## src/rtl/seq_slot_scheduler_pkg.sv

```systemverilog
`timescale 1ns/1ps
`default_nettype none
// ============================================================================
//  Module      : seq_slot_scheduler_pkg
//  Description : Shared sequencer definitions: FSM state encoding, one-hot
//                sequencer status codes and slot write-back status codes.
//  Revision    : 1.0 - initial release
// ============================================================================
package seq_slot_scheduler_pkg;

  // Sequencer FSM states, explicitly 3 bits wide
  typedef enum logic [2:0] {
    ST_IDLE    = 3'd0,
    ST_FETCH   = 3'd1,
    ST_ISSUE   = 3'd2,
    ST_WAIT    = 3'd3,
    ST_WB      = 3'd4,
    ST_DONE    = 3'd5,
    ST_ERROR   = 3'd6,
    ST_STOPPED = 3'd7
  } seq_state_e;

  // One-hot sequencer status codes presented on seq_status
  localparam logic [3:0] SEQ_STATUS_IDLE    = 4'b0000;
  localparam logic [3:0] SEQ_STATUS_BUSY    = 4'b0001;
  localparam logic [3:0] SEQ_STATUS_DONE    = 4'b0010;
  localparam logic [3:0] SEQ_STATUS_ERROR   = 4'b0100;
  localparam logic [3:0] SEQ_STATUS_STOPPED = 4'b1000;

  // Status codes written back into the slot table
  localparam logic [1:0] SLOT_STATUS_DONE  = 2'b10;
  localparam logic [1:0] SLOT_STATUS_ERROR = 2'b11;

  // Map an FSM state onto its externally visible status code
  function automatic logic [3:0] seq_status_of(input seq_state_e state);
    logic [3:0] status;
    case (state)
      ST_FETCH, ST_ISSUE, ST_WAIT, ST_WB: status = SEQ_STATUS_BUSY;
      ST_DONE:                            status = SEQ_STATUS_DONE;
      ST_ERROR:                           status = SEQ_STATUS_ERROR;
      ST_STOPPED:                         status = SEQ_STATUS_STOPPED;
      default:                            status = SEQ_STATUS_IDLE;
    endcase
    return status;
  endfunction

endpackage : seq_slot_scheduler_pkg
`default_nettype wire

```

## src/rtl/seq_slot_scheduler.sv

```systemverilog
`timescale 1ns/1ps
`default_nettype none
// ============================================================================
//  Module      : seq_slot_scheduler
//  Description : Walks a slot table from index 0 up to end_cnt. For each slot
//                it fetches the descriptor, issues one read-DMA and one
//                write-DMA command (zero-length sides skipped), waits for
//                both completions or an error, then writes back status and
//                the cycle count spent in ISSUE/WAIT.
//  Revision    : 1.0 - initial release
// ============================================================================
module seq_slot_scheduler
  import seq_slot_scheduler_pkg::*;
#(
  parameter int INDEX_WIDTH       = 2,
  parameter int ADDR_WIDTH        = 32,
  parameter int SIZE_WIDTH        = 26,
  parameter int SLOT_STATUS_WIDTH = 2,
  parameter int PROFILE_WIDTH     = 32
) (
  input  logic                         clk,
  input  logic                         reset,
  input  logic                         ctrl_start,
  input  logic                         ctrl_stop,
  input  logic [INDEX_WIDTH-1:0]       end_cnt,
  output logic [3:0]                   seq_status,
  output logic [INDEX_WIDTH-1:0]       main_cnt,
  output logic [INDEX_WIDTH-1:0]       slot_rd_index,
  output logic                         slot_rd_req,
  input  logic                         slot_rd_ready,
  input  logic [ADDR_WIDTH-1:0]        slot_src_addr,
  input  logic [ADDR_WIDTH-1:0]        slot_dst_addr,
  input  logic [SIZE_WIDTH-1:0]        slot_src_size,
  input  logic [SIZE_WIDTH-1:0]        slot_dst_size,
  output logic                         slot_wr_en,
  output logic [INDEX_WIDTH-1:0]       slot_wr_index,
  output logic [SLOT_STATUS_WIDTH-1:0] slot_wr_status,
  output logic [PROFILE_WIDTH-1:0]     slot_wr_profile,
  output logic                         mm2s_cmd_valid,
  input  logic                         mm2s_cmd_ready,
  output logic [ADDR_WIDTH-1:0]        mm2s_cmd_addr,
  output logic [SIZE_WIDTH-1:0]        mm2s_cmd_len,
  output logic                         s2mm_cmd_valid,
  input  logic                         s2mm_cmd_ready,
  output logic [ADDR_WIDTH-1:0]        s2mm_cmd_addr,
  output logic [SIZE_WIDTH-1:0]        s2mm_cmd_len,
  input  logic                         mm2s_done,
  input  logic                         s2mm_done,
  input  logic                         dma_err
);

  localparam logic [SLOT_STATUS_WIDTH-1:0] c_wb_done  = SLOT_STATUS_WIDTH'(SLOT_STATUS_DONE);
  localparam logic [SLOT_STATUS_WIDTH-1:0] c_wb_error = SLOT_STATUS_WIDTH'(SLOT_STATUS_ERROR);

  seq_state_e                   state_q, state_d;
  logic [INDEX_WIDTH-1:0]       main_cnt_q, main_cnt_d;
  logic [ADDR_WIDTH-1:0]        src_addr_q, src_addr_d;
  logic [ADDR_WIDTH-1:0]        dst_addr_q, dst_addr_d;
  logic [SIZE_WIDTH-1:0]        src_size_q, src_size_d;
  logic [SIZE_WIDTH-1:0]        dst_size_q, dst_size_d;
  // "accepted" flags are also set up-front for zero-length sides (skipped)
  logic                         mm2s_acc_q, mm2s_acc_d;
  logic                         s2mm_acc_q, s2mm_acc_d;
  // sticky completion flags, pre-set for zero-length sides
  logic                         mm2s_fin_q, mm2s_fin_d;
  logic                         s2mm_fin_q, s2mm_fin_d;
  logic                         stop_q, stop_d;
  logic [PROFILE_WIDTH-1:0]     profile_q, profile_d;
  logic [SLOT_STATUS_WIDTH-1:0] wb_status_q, wb_status_d;

  logic                         w_busy;
  logic                         w_mm2s_fire;
  logic                         w_s2mm_fire;
  logic                         w_mm2s_acc_nxt;
  logic                         w_s2mm_acc_nxt;
  logic                         w_mm2s_fin_nxt;
  logic                         w_s2mm_fin_nxt;
  logic [PROFILE_WIDTH-1:0]     w_profile_inc;

  // Handshake, flag-merge and saturating-increment helpers
  always_comb begin
    w_busy         = (state_q == ST_FETCH) || (state_q == ST_ISSUE) ||
                     (state_q == ST_WAIT)  || (state_q == ST_WB);
    w_mm2s_fire    = (state_q == ST_ISSUE) && !mm2s_acc_q && mm2s_cmd_ready;
    w_s2mm_fire    = (state_q == ST_ISSUE) && !s2mm_acc_q && s2mm_cmd_ready;
    w_mm2s_acc_nxt = mm2s_acc_q | w_mm2s_fire;
    w_s2mm_acc_nxt = s2mm_acc_q | w_s2mm_fire;
    w_mm2s_fin_nxt = mm2s_fin_q | mm2s_done;
    w_s2mm_fin_nxt = s2mm_fin_q | s2mm_done;
    w_profile_inc  = (&profile_q) ? profile_q : profile_q + PROFILE_WIDTH'(1);
  end

  // Next-state and datapath update for the slot sequencer
  always_comb begin
    state_d     = state_q;
    main_cnt_d  = main_cnt_q;
    src_addr_d  = src_addr_q;
    dst_addr_d  = dst_addr_q;
    src_size_d  = src_size_q;
    dst_size_d  = dst_size_q;
    mm2s_acc_d  = mm2s_acc_q;
    s2mm_acc_d  = s2mm_acc_q;
    mm2s_fin_d  = mm2s_fin_q;
    s2mm_fin_d  = s2mm_fin_q;
    stop_d      = stop_q;
    profile_d   = profile_q;
    wb_status_d = wb_status_q;

    // a stop request is only remembered while a sequence is running
    if (w_busy && ctrl_stop) begin
      stop_d = 1'b1;
    end

    case (state_q)
      ST_IDLE, ST_DONE, ST_ERROR, ST_STOPPED: begin
        if (ctrl_start) begin
          state_d    = ST_FETCH;
          main_cnt_d = '0;
          stop_d     = 1'b0;
        end
      end

      ST_FETCH: begin
        if (slot_rd_ready) begin
          src_addr_d = slot_src_addr;
          dst_addr_d = slot_dst_addr;
          src_size_d = slot_src_size;
          dst_size_d = slot_dst_size;
          mm2s_acc_d = (slot_src_size == '0);
          s2mm_acc_d = (slot_dst_size == '0);
          mm2s_fin_d = (slot_src_size == '0);
          s2mm_fin_d = (slot_dst_size == '0);
          profile_d  = '0;
          state_d    = ST_ISSUE;
        end
      end

      ST_ISSUE: begin
        profile_d  = w_profile_inc;
        mm2s_acc_d = w_mm2s_acc_nxt;
        s2mm_acc_d = w_s2mm_acc_nxt;
        mm2s_fin_d = w_mm2s_fin_nxt;
        s2mm_fin_d = w_s2mm_fin_nxt;
        if (dma_err) begin
          wb_status_d = c_wb_error;
          state_d     = ST_WB;
        end else if (w_mm2s_acc_nxt && w_s2mm_acc_nxt) begin
          state_d = ST_WAIT;
        end
      end

      ST_WAIT: begin
        profile_d  = w_profile_inc;
        mm2s_fin_d = w_mm2s_fin_nxt;
        s2mm_fin_d = w_s2mm_fin_nxt;
        if (dma_err) begin
          wb_status_d = c_wb_error;
          state_d     = ST_WB;
        end else if (w_mm2s_fin_nxt && w_s2mm_fin_nxt) begin
          wb_status_d = c_wb_done;
          state_d     = ST_WB;
        end
      end

      ST_WB: begin
        // a stop arriving in the write-back cycle itself is honoured too
        if (wb_status_q == c_wb_error) begin
          state_d = ST_ERROR;
        end else if (stop_q || ctrl_stop) begin
          state_d = ST_STOPPED;
        end else if (main_cnt_q == end_cnt) begin
          state_d = ST_DONE;
        end else begin
          main_cnt_d = main_cnt_q + INDEX_WIDTH'(1);
          state_d    = ST_FETCH;
        end
      end

      default: begin
        state_d = ST_IDLE;
      end
    endcase
  end

  // State and datapath registers, cleared asynchronously by reset
  always_ff @(posedge clk or negedge reset) begin
    if (!reset) begin
      state_q     <= ST_IDLE;
      main_cnt_q  <= '0;
      src_addr_q  <= '0;
      dst_addr_q  <= '0;
      src_size_q  <= '0;
      dst_size_q  <= '0;
      mm2s_acc_q  <= 1'b0;
      s2mm_acc_q  <= 1'b0;
      mm2s_fin_q  <= 1'b0;
      s2mm_fin_q  <= 1'b0;
      stop_q      <= 1'b0;
      profile_q   <= '0;
      wb_status_q <= '0;
    end else begin
      state_q     <= state_d;
      main_cnt_q  <= main_cnt_d;
      src_addr_q  <= src_addr_d;
      dst_addr_q  <= dst_addr_d;
      src_size_q  <= src_size_d;
      dst_size_q  <= dst_size_d;
      mm2s_acc_q  <= mm2s_acc_d;
      s2mm_acc_q  <= s2mm_acc_d;
      mm2s_fin_q  <= mm2s_fin_d;
      s2mm_fin_q  <= s2mm_fin_d;
      stop_q      <= stop_d;
      profile_q   <= profile_d;
      wb_status_q <= wb_status_d;
    end
  end

  // Outputs are decoded from registered state only
  always_comb begin
    seq_status      = seq_status_of(state_q);
    main_cnt        = main_cnt_q;
    slot_rd_index   = main_cnt_q;
    slot_rd_req     = (state_q == ST_FETCH);
    mm2s_cmd_valid  = (state_q == ST_ISSUE) && !mm2s_acc_q;
    mm2s_cmd_addr   = src_addr_q;
    mm2s_cmd_len    = src_size_q;
    s2mm_cmd_valid  = (state_q == ST_ISSUE) && !s2mm_acc_q;
    s2mm_cmd_addr   = dst_addr_q;
    s2mm_cmd_len    = dst_size_q;
    slot_wr_en      = (state_q == ST_WB);
    slot_wr_index   = main_cnt_q;
    slot_wr_status  = wb_status_q;
    slot_wr_profile = profile_q;
  end

endmodule : seq_slot_scheduler
`default_nettype wire

```

## config.mk

```make
export PLATFORM = sky130hd
export DESIGN_NAME = seq_slot_scheduler
export DESIGN_NICKNAME = d
export VERILOG_FILES = /design/src/rtl/seq_slot_scheduler_pkg.sv /design/src/rtl/seq_slot_scheduler.sv
export SDC_FILE = /design/constraint.sdc
export NUM_CORES = 1
export LEC_CHECK = 0
export BUFFER_PORTS_ARGS = -buffer_cell sky130_fd_sc_hd__clkbuf_2
export CAP_MARGIN = 20
export CORE_UTILIZATION = 52
export DETAILED_ROUTE_END_ITERATION = 7
export PLACE_DENSITY_LB_ADDON = 0.1
export SYNTH_ARGS = -nofsm -noshare
export SYNTH_HDL_FRONTEND = slang
export SYNTH_SLANG_ARGS = --single-unit
```

## constraint.sdc

```tcl
create_clock -name clk -period 3.31 [get_ports clk]
set_input_delay 0.993 -clock clk [delete_from_list [all_inputs] [get_ports clk]]
set_output_delay 0.993 -clock clk [all_outputs]
set_load 0.05 [all_outputs]
```

==> results.md <==
* Actual slew at the worst max-slew pin at 0.6931 ns
* Post-synthesis sequential area ratio at 56.85%
* Minimum clock period at 3.052 ns
* Site Rows at 42
* Wirelength per Cell at 15.82 um
* Root buffer cell: clkbuf_16
* Top post-synthesis cells by area: dfrtp_1, nand2_1, a31oi_1
* FMAX at 0.3277 GHz
* CTS Hold Bufs at 0
* RSZ-0062 raised after global routing: false
* Post-DP HPWL at 13740 um
* Final Hold Slack at 0.4713 ns
* Synth Instances at 801
* Yosys top cell by area: dfrtp_1
* Peak supply drop at 0.6425 mV
* Syn_nets at 930
* Top delay family on crit path: simple AND/OR/NAND/NOR gates
* Initial Utilization at 53.18%
* Setup TNS at 0 ns
* HP Class: reg2reg
* Unique masters post-synth at 54
* Die span in y at 118.4 um
* Via density per instance at 5.326
* DRC errors left at 0
* Post-Layout Cell Count at 1264
* Yosys reg bits at 160
* Placer Congestion at 0.8714
* Endpoints failing setup at 0
* First-pass iteration count of the detailed router at 5
* Crit path max fanout at 14
* R2R Path Start: slot_wr_profile[0]$_DFFE_PN0P_
* Status: complete, no violations
* Overall power at 11.50 mW
* First-pass GRT wire length at 32150 um
* GRT overflow at 0
* Fin nets at 1204
* Max clock buf depth at 2
* Delay of the slowest cell on the worst path at 0.64 ns
* Initial antenna violation count at 0
* FF+latch area at 0.004004 mm2
* Die ar. at 0.01401 mm2
* Sink Count at 160
* Main synth FF type: dfrtp_1
* CTS resizes at 0
* I/O pins at 292
* Worst Setup SP: state_q[0]$_DFFE_PN0P_
* Final hold vios at 0
* Nature of the critical path startpoint: flip-flop
* Min-delay src: mm2s_cmd_len[6]$_DFFE_PN0P_
* Final wirelength at 20000 um
* Clock Latency Late Sink at 0.43 ns
* Vias in the first global route at 6559
* PwrDens at 1236 mW/mm2
* Clock skew at 0.009986 ns
* Slowest cell on the critical path: nor3b_1
* Share of layout cells above drive strength 1 at 31.71%
* Critical Path Sink Type: primary output
* Top post-synthesis cells by count: nand2_1, dfrtp_1, clkbuf_1
* Max-slew violations at 0
* Clk slew on worst S/H paths at 0.06 ns
* Multi-input logic area at 0.002808 mm2
* Slew margin rel. at 53.69%
* Average size of a mapped cell at 8.793 um2
* Die width at 118.4 um
* Final period util at 92.20%
* Asr flop ratio synth at 100.0%
* Worst EP arrival at 2.06 ns
* Count leader, synth: nand2_1
* Placed cell count at 1231
* Ant diodes at 0
* Starting DRT DRC Count at 505
* Area growth syn-to-layout at 32.08%
* Largest net degree at the start of global routing at 75
* GRT Resource Usage Total at 29.50%
* Count of input and output buffers at 291
* Filler cells at 1117
* Max_cap viols at 0
* Num CTS Buffers at 17
* Final setup margin at 0.2581 ns
* Vias at 6732
* Post-synth EDFFs at 0
* Crit path kind: reg2out
* Netlist Area Pre-Place at 0.007043 mm2
* Post-CTS setup buffer count at 0
* H-tree levels at 4
* Detail Route Antenna Nets at 0
* Crit-path cells: nor3b_1 > clkbuf_2
* Core Box Area at 0.01324 mm2
* Ys Warns at 0
* Worst EP required at 2.32 ns
* Pre-CTS WS at 0.6229 ns
* CTS tree: done
* Area share of the largest cell type after synthesis at 56.85%
* Pleak at 5.097 nW
* Buf/Inv on CP at 1
==> layout by cell type (no fill, tap or decap), types with 5 or more instances in the layout <==
| cell type | netlist | final |
|---|---|---|
| a31oi_1 | 20 | 20 |
| o21ai_0 | 20 | 20 |
| a21oi_1 | 16 | 16 |
| inv_1 | 7 | 7 |
| nand4_1 | 11 | 11 |
| nor4_1 | 20 | 20 |
| nor3_1 | 8 | 8 |
| nand2_1 | 377 | 376 |
| xnor2_1 | 6 | 6 |
| clkbuf_16 | 0 | 17 |
| buf_4 | 4 | 6 |
| dfrtp_1 | 160 | 160 |
| bufinv_16 | 0 | 5 |
| nor2_1 | 19 | 19 |
| and3_1 | 7 | 7 |
| nand3_1 | 11 | 11 |
| clkbuf_2 | 1 | 290 |
==> stage by stage <==
step	instance area (um2)	utilization, %
after detailed placement	8638	65.23
after CTS	9295	70.19
after floorplan	7043	-
after global routing	9303	70.25
after global placement	8638	65.23
final	9303	70.25
==> logic make-up after synthesis <==
| kind of cell | synth area share (%) |
|---|---|
| compound gates | 9.220 |
| xor+xnor | 0.7461 |
| fa+ha+maj | 0.1776 |
| buf+inv | 3.429 |
| flops | 56.85 |
| mux | 0.5863 |
| simple gates | 28.99 |
==> layer usage <==
metal | track usage (%) | part of all wire, % | routed length (um)
met5 | 0 | 0 | 0
met1 | 34.66 | 40 | 7914
met2 | 50.88 | 50 | 10010
met3 | 8.446 | 7.2 | 1436
met4 | 11.79 | 3.2 | 641
==> report_power, final <==
part	total, mW	switching, mW	internal [mW]
logic	5.88	4.60	1.28
clock network	2.17	0.774	1.40
registers	3.45	0.655	2.79
total	11.5	6.03	5.47
==> path summary, 6_finish.rpt <==
check	end	slack, ns	depth (start not counted)
max reg2reg	slot_wr_profile[27]$_DFFE_PN0P_	0.70	7
min	mm2s_cmd_len[6]$_DFFE_PN0P_	0.47	2
max	slot_rd_req	0.26	2
max in group asynchronous	s2mm_cmd_addr[19]$_DFFE_PN0P_	2.13	2
min reg2reg	mm2s_cmd_len[6]$_DFFE_PN0P_	0.47	2
min in group asynchronous	slot_wr_profile[13]$_DFFE_PN0P_	0.50	1
==> sequential cells by signal, indices dropped and copies added (netlist names) <==
signal,count
main_cnt,2
stop_q,1
mm2s_cmd_addr,32
slot_wr_status,2
state_q,3
s2mm_fin_q,1
slot_wr_profile,32
mm2s_acc_q,1
s2mm_cmd_addr,32
mm2s_cmd_len,26
s2mm_cmd_len,26
mm2s_fin_q,1
s2mm_acc_q,1
==> tightest hold or removal path, delay by kind of cell, from the launching register on <==
kind,cells,cell delay [ns]
DFF,1,0.34
and+or+nand+nor,2,0.10
==> final cells by class <==
type	count	area share [%]
inverter	7	0.2824
clock buffer	23	5.138
multi-input combinational	588	30.18
sequential	160	43.04
timing repair buffer	301	17.07
tap	176	2.367
clock inverter	9	1.923
Note: power is estimated with default switching activity, not from simulation.
